$ cat config.mk
export PLATFORM = sky130hd
export DESIGN_NAME = pipeline_hazard_sched
export DESIGN_NICKNAME = d
export VERILOG_FILES = /design/src/rtl/pipe_ctrl_pkg.sv /design/src/rtl/fwd_unit.sv /design/src/rtl/pipeline_hazard_sched.sv
export SDC_FILE = /design/constraint.sdc
export NUM_CORES = 1
export LEC_CHECK = 0
export ABC_AREA = 1
export CAP_MARGIN = 25
export CORE_MARGIN = 5
export CORE_UTILIZATION = 30
export CTS_BUF_LIST = sky130_fd_sc_hd__clkbuf_4 sky130_fd_sc_hd__clkbuf_8 sky130_fd_sc_hd__clkbuf_16
export DETAILED_ROUTE_END_ITERATION = 8
export PLACE_DENSITY = 0.55
export SYNTH_ARGS = -nofsm -noshare
export SYNTH_HDL_FRONTEND = slang
export SYNTH_SLANG_ARGS = --single-unit
$ cat constraint.sdc
create_clock -name clk_i -period 5.9 [get_ports clk_i]
set_input_delay 1.77 -clock clk_i [delete_from_list [all_inputs] [get_ports clk_i]]
set_output_delay 1.77 -clock clk_i [all_outputs]
set_load 0.02 [all_outputs]
$ cat src/rtl/pipe_ctrl_pkg.sv
// Shared types and constants for the pipeline hazard scheduler.
// The scheduler FSM states, forwarding-select encodings and the $0 register index.
package pipe_ctrl_pkg;

  typedef enum logic [1:0] {
    RUN     = 2'd0,
    MULBUSY = 2'd1,
    FLUSH   = 2'd2
  } state_e;

  localparam logic [1:0] FWD_RF    = 2'b00;
  localparam logic [1:0] FWD_EXMEM = 2'b10;
  localparam logic [1:0] FWD_MEMWB = 2'b01;

  localparam int REG_ZERO = 0;

endpackage

$ cat src/rtl/fwd_unit.sv
// Forwarding select for one EX operand.
// The youngest producer (EX/MEM) wins over MEM/WB; register $0 is never forwarded.
module fwd_unit
  import pipe_ctrl_pkg::*;
#(
  parameter int REG_AW = 5
) (
  input  logic [REG_AW-1:0] src_i,
  input  logic [REG_AW-1:0] exmem_rd_i,
  input  logic              exmem_regwrite_i,
  input  logic [REG_AW-1:0] memwb_rd_i,
  input  logic              memwb_regwrite_i,
  output logic [1:0]        fwd_o
);

  // Pick the most recent in-flight writer of src_i, falling back to the register file
  always_comb begin
    fwd_o = FWD_RF;
    if (exmem_regwrite_i && (exmem_rd_i != REG_AW'(REG_ZERO)) && (exmem_rd_i == src_i)) begin
      fwd_o = FWD_EXMEM;
    end else if (memwb_regwrite_i && (memwb_rd_i != REG_AW'(REG_ZERO)) && (memwb_rd_i == src_i)) begin
      fwd_o = FWD_MEMWB;
    end
  end

endmodule

$ cat src/rtl/pipeline_hazard_sched.sv
// Hazard scheduler for the 5-stage MIPS pipeline: stalls, bubbles, flushes,
// EX forwarding selects and a saturating stall/flush cycle counter.
// Optional multi-cycle MUL stall is enabled by defining PIPE_MUL_STALL_EN.
// Control outputs are combinational from the registered state and current inputs.
module pipeline_hazard_sched
  import pipe_ctrl_pkg::*;
#(
  parameter int REG_AW     = 5,
  parameter int MUL_CYCLES = 4,
  parameter int CNT_W      = 16
) (
  input  logic              clk_i,
  input  logic              rst_i,
  input  logic [REG_AW-1:0] ifid_rs_i,
  input  logic [REG_AW-1:0] ifid_rt_i,
  input  logic              id_use_rs_i,
  input  logic              id_use_rt_i,
  input  logic              id_jump_i,
  input  logic [REG_AW-1:0] idex_rs_i,
  input  logic [REG_AW-1:0] idex_rt_i,
  input  logic              idex_memread_i,
  input  logic              idex_mul_i,
  input  logic [REG_AW-1:0] exmem_rd_i,
  input  logic              exmem_regwrite_i,
  input  logic              exmem_taken_i,
  input  logic [REG_AW-1:0] memwb_rd_i,
  input  logic              memwb_regwrite_i,
  output logic              pc_write_o,
  output logic              ifid_write_o,
  output logic              ifid_flush_o,
  output logic              idex_flush_o,
  output logic              exmem_flush_o,
  output logic              exmem_hold_o,
  output logic [1:0]        fwd_a_o,
  output logic [1:0]        fwd_b_o,
  output logic [CNT_W-1:0]  stall_cnt_o
);

  state_e             state_q, state_d;
  logic [CNT_W-1:0]   stall_cnt_q, stall_cnt_d;
  logic               load_use;
  logic               stall_evt;
  logic [1:0]         fwd_a, fwd_b;

`ifdef PIPE_MUL_STALL_EN
  localparam int MC_W = $clog2(MUL_CYCLES) + 1;
  logic [MC_W-1:0]    mul_cnt_q, mul_cnt_d;
`else
  logic               unused_mul;
  assign unused_mul = idex_mul_i;
`endif

  function automatic logic [CNT_W-1:0] sat_inc(input logic [CNT_W-1:0] v);
    return (&v) ? v : v + 1'b1;
  endfunction

  fwd_unit #(.REG_AW(REG_AW)) u_fwd_a (
    .src_i            (idex_rs_i),
    .exmem_rd_i       (exmem_rd_i),
    .exmem_regwrite_i (exmem_regwrite_i),
    .memwb_rd_i       (memwb_rd_i),
    .memwb_regwrite_i (memwb_regwrite_i),
    .fwd_o            (fwd_a)
  );

  fwd_unit #(.REG_AW(REG_AW)) u_fwd_b (
    .src_i            (idex_rt_i),
    .exmem_rd_i       (exmem_rd_i),
    .exmem_regwrite_i (exmem_regwrite_i),
    .memwb_rd_i       (memwb_rd_i),
    .memwb_regwrite_i (memwb_regwrite_i),
    .fwd_o            (fwd_b)
  );

  assign fwd_a_o = rst_i ? FWD_RF : fwd_a;
  assign fwd_b_o = rst_i ? FWD_RF : fwd_b;

  // A load in EX whose destination is read by the instruction in ID; $0 is never a hazard
  assign load_use = idex_memread_i && (idex_rt_i != REG_AW'(REG_ZERO)) &&
                    ((id_use_rs_i && (idex_rt_i == ifid_rs_i)) ||
                     (id_use_rt_i && (idex_rt_i == ifid_rt_i)));

  // Next-state and control decode; priority taken > MUL busy > load-use > jump
  always_comb begin
    pc_write_o    = 1'b1;
    ifid_write_o  = 1'b1;
    ifid_flush_o  = 1'b0;
    idex_flush_o  = 1'b0;
    exmem_flush_o = 1'b0;
    exmem_hold_o  = 1'b0;
    state_d       = state_q;
`ifdef PIPE_MUL_STALL_EN
    mul_cnt_d     = mul_cnt_q;
`endif
    if (rst_i) begin
      pc_write_o    = 1'b0;
      ifid_write_o  = 1'b0;
      ifid_flush_o  = 1'b1;
      idex_flush_o  = 1'b1;
      exmem_flush_o = 1'b1;
      state_d       = RUN;
`ifdef PIPE_MUL_STALL_EN
      mul_cnt_d     = '0;
`endif
    end else if (exmem_taken_i) begin
      ifid_flush_o  = 1'b1;
      idex_flush_o  = 1'b1;
      exmem_flush_o = 1'b1;
      state_d       = FLUSH;
`ifdef PIPE_MUL_STALL_EN
      mul_cnt_d     = '0;
`endif
    end else begin
      case (state_q)
        FLUSH: begin
          state_d = RUN;
        end
        MULBUSY: begin
`ifdef PIPE_MUL_STALL_EN
          pc_write_o    = 1'b0;
          ifid_write_o  = 1'b0;
          exmem_hold_o  = 1'b1;
          exmem_flush_o = 1'b1;
          mul_cnt_d     = mul_cnt_q - 1'b1;
          if (mul_cnt_q == MC_W'(1)) begin
            state_d = RUN;
          end
`else
          state_d = RUN;
`endif
        end
        default: begin
`ifdef PIPE_MUL_STALL_EN
          if (idex_mul_i) begin
            state_d   = MULBUSY;
            mul_cnt_d = MC_W'(MUL_CYCLES - 1);
          end
`endif
          if (load_use) begin
            pc_write_o   = 1'b0;
            ifid_write_o = 1'b0;
            idex_flush_o = 1'b1;
          end else if (id_jump_i) begin
            ifid_flush_o = 1'b1;
          end
        end
      endcase
    end
  end

  assign stall_evt   = !pc_write_o || ifid_flush_o || idex_flush_o || exmem_flush_o;
  assign stall_cnt_d = stall_evt ? sat_inc(stall_cnt_q) : stall_cnt_q;
  assign stall_cnt_o = stall_cnt_q;

  // State, MUL occupancy and stall counter registers
  always_ff @(posedge clk_i) begin
    if (rst_i) begin
      state_q     <= RUN;
      stall_cnt_q <= '0;
`ifdef PIPE_MUL_STALL_EN
      mul_cnt_q   <= '0;
`endif
    end else begin
      state_q     <= state_d;
      stall_cnt_q <= stall_cnt_d;
`ifdef PIPE_MUL_STALL_EN
      mul_cnt_q   <= mul_cnt_d;
`endif
    end
  end

endmodule
==> results.tsv <==
stage	metric	value	unit
timing	finalCritPeriodShare	0.9527	
cts	cts_buffers	3	
yosys	synth_fp_nets	298	
timing	setup_violations	0	
timing	period_needed	5621	ps
routing	vias	1763	
global_route	grt_max_degree	20	
placement	gp_congestion	0.8036	
routing	dr.first_iter.drc_count	65	
cts	cts_tree	built	
yosys	yosysMostFrequentCell	nand2_1	
finish	drive_above_1_share	0.1094	
timing	fmax	177.9	MHz
power	peakVddDrop	0.1067	mV
setup_path	worst_setup_path_start_kind	primary input	
yosys	syn-instance-count	257	
cts	clkTransAtPathRegs	70	ps
yosys	ys_seq_area_frac	0.2096	
cts	cts_hold_buf	0	
finish	fin_cells	390	
routing	ant_nets	0	
placement	dpl.hpwl	3920	um
die	coreArea	0.005172	mm^2
die	start_util	0.3140	
global_route	grt_overflow_total	0	
timing	setup_tns	0	ps
finish	fillers	550	
global_route	grt_util_met1	0.2011	
yosys	synth_edf_count	0	
yosys	synth_area_leader_cell	dfxtp_1	
routing	drcViolationCount	0	
die	die_height	83.58	um
global_route	met3_usage	0.03060	
finish	final_util	0.4577	
finish	antennaDiodeCount	0	
die	num_io_pins	66	
timing	finalClockSkew	1.617	ps
setup_path	crit_fanout	4	
yosys	synthFlopType	dfxtp_1	
setup_path	rr_endpoint	stall_cnt_o[2]$_SDFFE_PP0P_	
cts	cts_max_path_buffers	2	
setup_path	crit_start	exmem_rd_i[3]	
status	status	completed	
die	row_count	26	
global_route	busiest_layer	met2	
timing	hold_violations	0	
power	leakage	0.9366	nW
routing	wirelength	5027	um
setup_path	cp.required	4130	ps
global_route	met2_usage	0.2292	
cts	post_cts_buffers	0	
placement	portBuffers	63	
die	die_w	83.58	um
global_route	grt_pass1_wl	8438	um
global_route	grt_usage	0.1434	
yosys	ys_seq_elements	17	
yosys	synth_top_cells_by_count	nand2_1, nor2_1, nand3_1, inv_1	
setup_path	crit_path_end	fwd_a_o[1]	
hold_path	hold_path_class	register to register	
cts	clock_sinks	17	
timing	slew_viol_final	0	
placement	pre_cts_ws	290.1	ps
finish	area_delta_synth_final	45.76	%
setup_path	reg2reg_depth	9	
finish	fin_nets	362	
cts	clock_latency	250	ps
routing	viasPerCell	4.521	
yosys	ys_top_cells_by_area	dfxtp_1, nand2_1, xor2_1	
setup_path	r2r_slack	3760	ps
global_route	antenna_found_initial	0	
setup_path	r2r_start	stall_cnt_o[0]$_SDFFE_PP0P_	
yosys	yosysWarnings	0	
global_route	first_global_vias	1695	
setup_path	crit_arrival	3850	ps
yosys	syn_area	0.001624	mm^2
flow_run	maxCapViolCount	0	
power	powerDensity	129.7	mW/mm^2
timing	setup_ws	279.1	ps
cts	root_buffer	clkbuf_8	
routing	drt_first_pass_iters	4	
cts	cts_resized	0	
routing	wire_per_inst	12.89	um
yosys	synth.distinct_cells	34	
setup_path	critPathCaptureType	primary output	
timing	rsz0062_at_grt	false	
placement	post-place-cells	386	
cts	h-tree-depth	1	
yosys	syn_avg_cell_area	6.319	um^2
setup_path	critPathKind	primary input to primary output	
yosys	yosysTopAreaCellShare	0.2096	
die	die-area	0.006985	mm^2
yosys	synthArstFlopShare	0	
## sequential cells by signal, indices dropped and copies added, names as in the netlist
| signal | count |
|---|---|
| state_q | 1 |
| stall_cnt_o | 16 |
## worst max-delay path, stage by stage
cell and delay, ps:
clkdlybuf4s50_1 500, xor2_1 200, or2_2 300, nor4_1 290, inv_1 70, nor2_1 90, clkdlybuf4s50_1 630
## through the flow
step                      hold WS [ps]  instance area [um^2]  total power [mW]
after global routing             559.6                  2367            0.3268
after detailed placement         513.7                  2318            0.2172
after CTS                        522.3                  2367            0.3119
after global placement           509.2                  2318            0.2164
after floorplan                  568.9                  1624            0.1691
final                            518.6                  2367            0.3070
## cells by family after synthesis
| kind of cell | after synthesis | share of synthesized area |
|---|---|---|
| AO/OA/AOI/OAI | 25 | 0.1055 |
| XOR/XNOR | 27 | 0.1456 |
| adder cells (fa/ha/maj) | 1 | 0.007703 |
| buffers and inverters | 38 | 0.1001 |
| flip-flops | 17 | 0.2096 |
| other | 1 | 0.002309 |
| AND/OR/NAND/NOR | 148 | 0.4291 |
## cells in the final DEF (no fill, tap or decap)
| master | netlist | routed |
|---|---|---|
| a21oi_1 | 9 | 9 |
| a21oi_2 | 10 | 10 |
| buf_4 | 3 | 3 |
| clkbuf_4 | 0 | 1 |
| clkbuf_8 | 0 | 3 |
| clkdlybuf4s50_1 | 0 | 63 |
| conb_1 | 1 | 1 |
| dfxtp_1 | 17 | 17 |
| ha_1 | 1 | 1 |
| inv_1 | 26 | 26 |
| inv_2 | 5 | 5 |
| nand2_1 | 65 | 65 |
| nand2_2 | 3 | 3 |
| nand2_4 | 2 | 2 |
| nand3_1 | 28 | 28 |
| nand3_2 | 1 | 1 |
| nand3_4 | 1 | 1 |
| nand3b_1 | 1 | 1 |
| nand4_1 | 3 | 3 |
| nand4_4 | 1 | 1 |
| nor2_1 | 29 | 29 |
| nor2_2 | 1 | 1 |
| nor2_4 | 1 | 1 |
| nor3_1 | 5 | 5 |
| nor3b_1 | 1 | 1 |
| nor4_1 | 3 | 3 |
| o211ai_1 | 1 | 1 |
| o21ai_0 | 2 | 2 |
| o22ai_1 | 2 | 2 |
| o41ai_1 | 1 | 1 |
| or2_2 | 3 | 3 |
| xnor2_1 | 10 | 10 |
| xor2_1 | 17 | 17 |
## per-layer routing
layer / routed length (um) / up-vias
li1: - / 947
met1: 2544 / 778
met2: 2264 / 36
met3: 193 / 2
met4: 25 / 0
met5: 0 / -
## final cells by class
type,count,area (um^2),area share
Clock buffer,4,48.80,0.02061
Inverter,31,116.4,0.04915
Multi-Input combinational cell,202,1121,0.4736
Sequential cell,17,340.3,0.1438
Tap cell,70,87.58,0.03700
Timing Repair Buffer,66,653.1,0.2759
## how the worst min path moves through the flow
stage                                       from                      endpoint  slack, ps  cells after the start
floorplan           stall_cnt_o[14]$_SDFFE_PP0P_  stall_cnt_o[14]$_SDFFE_PP0P_        570                      2
global placement     stall_cnt_o[1]$_SDFFE_PP0P_   stall_cnt_o[1]$_SDFFE_PP0P_        510                      2
detailed placement  stall_cnt_o[14]$_SDFFE_PP0P_  stall_cnt_o[14]$_SDFFE_PP0P_        510                      2
CTS                 stall_cnt_o[14]$_SDFFE_PP0P_  stall_cnt_o[14]$_SDFFE_PP0P_        520                      2
global route        stall_cnt_o[13]$_SDFFE_PP0P_  stall_cnt_o[13]$_SDFFE_PP0P_        560                      2
finish              stall_cnt_o[14]$_SDFFE_PP0P_  stall_cnt_o[14]$_SDFFE_PP0P_        520                      2
## power by group
group          internal (mW)  switching [mW]  leakage, nW  total (mW)
Sequential             0.117         0.00334        0.138       0.121
Clock                 0.0525          0.0401       0.0262      0.0927
Combinational         0.0481          0.0458        0.773      0.0939
Total                  0.218          0.0893        0.937       0.307
Note: power is estimated with default switching activity, not from simulation.
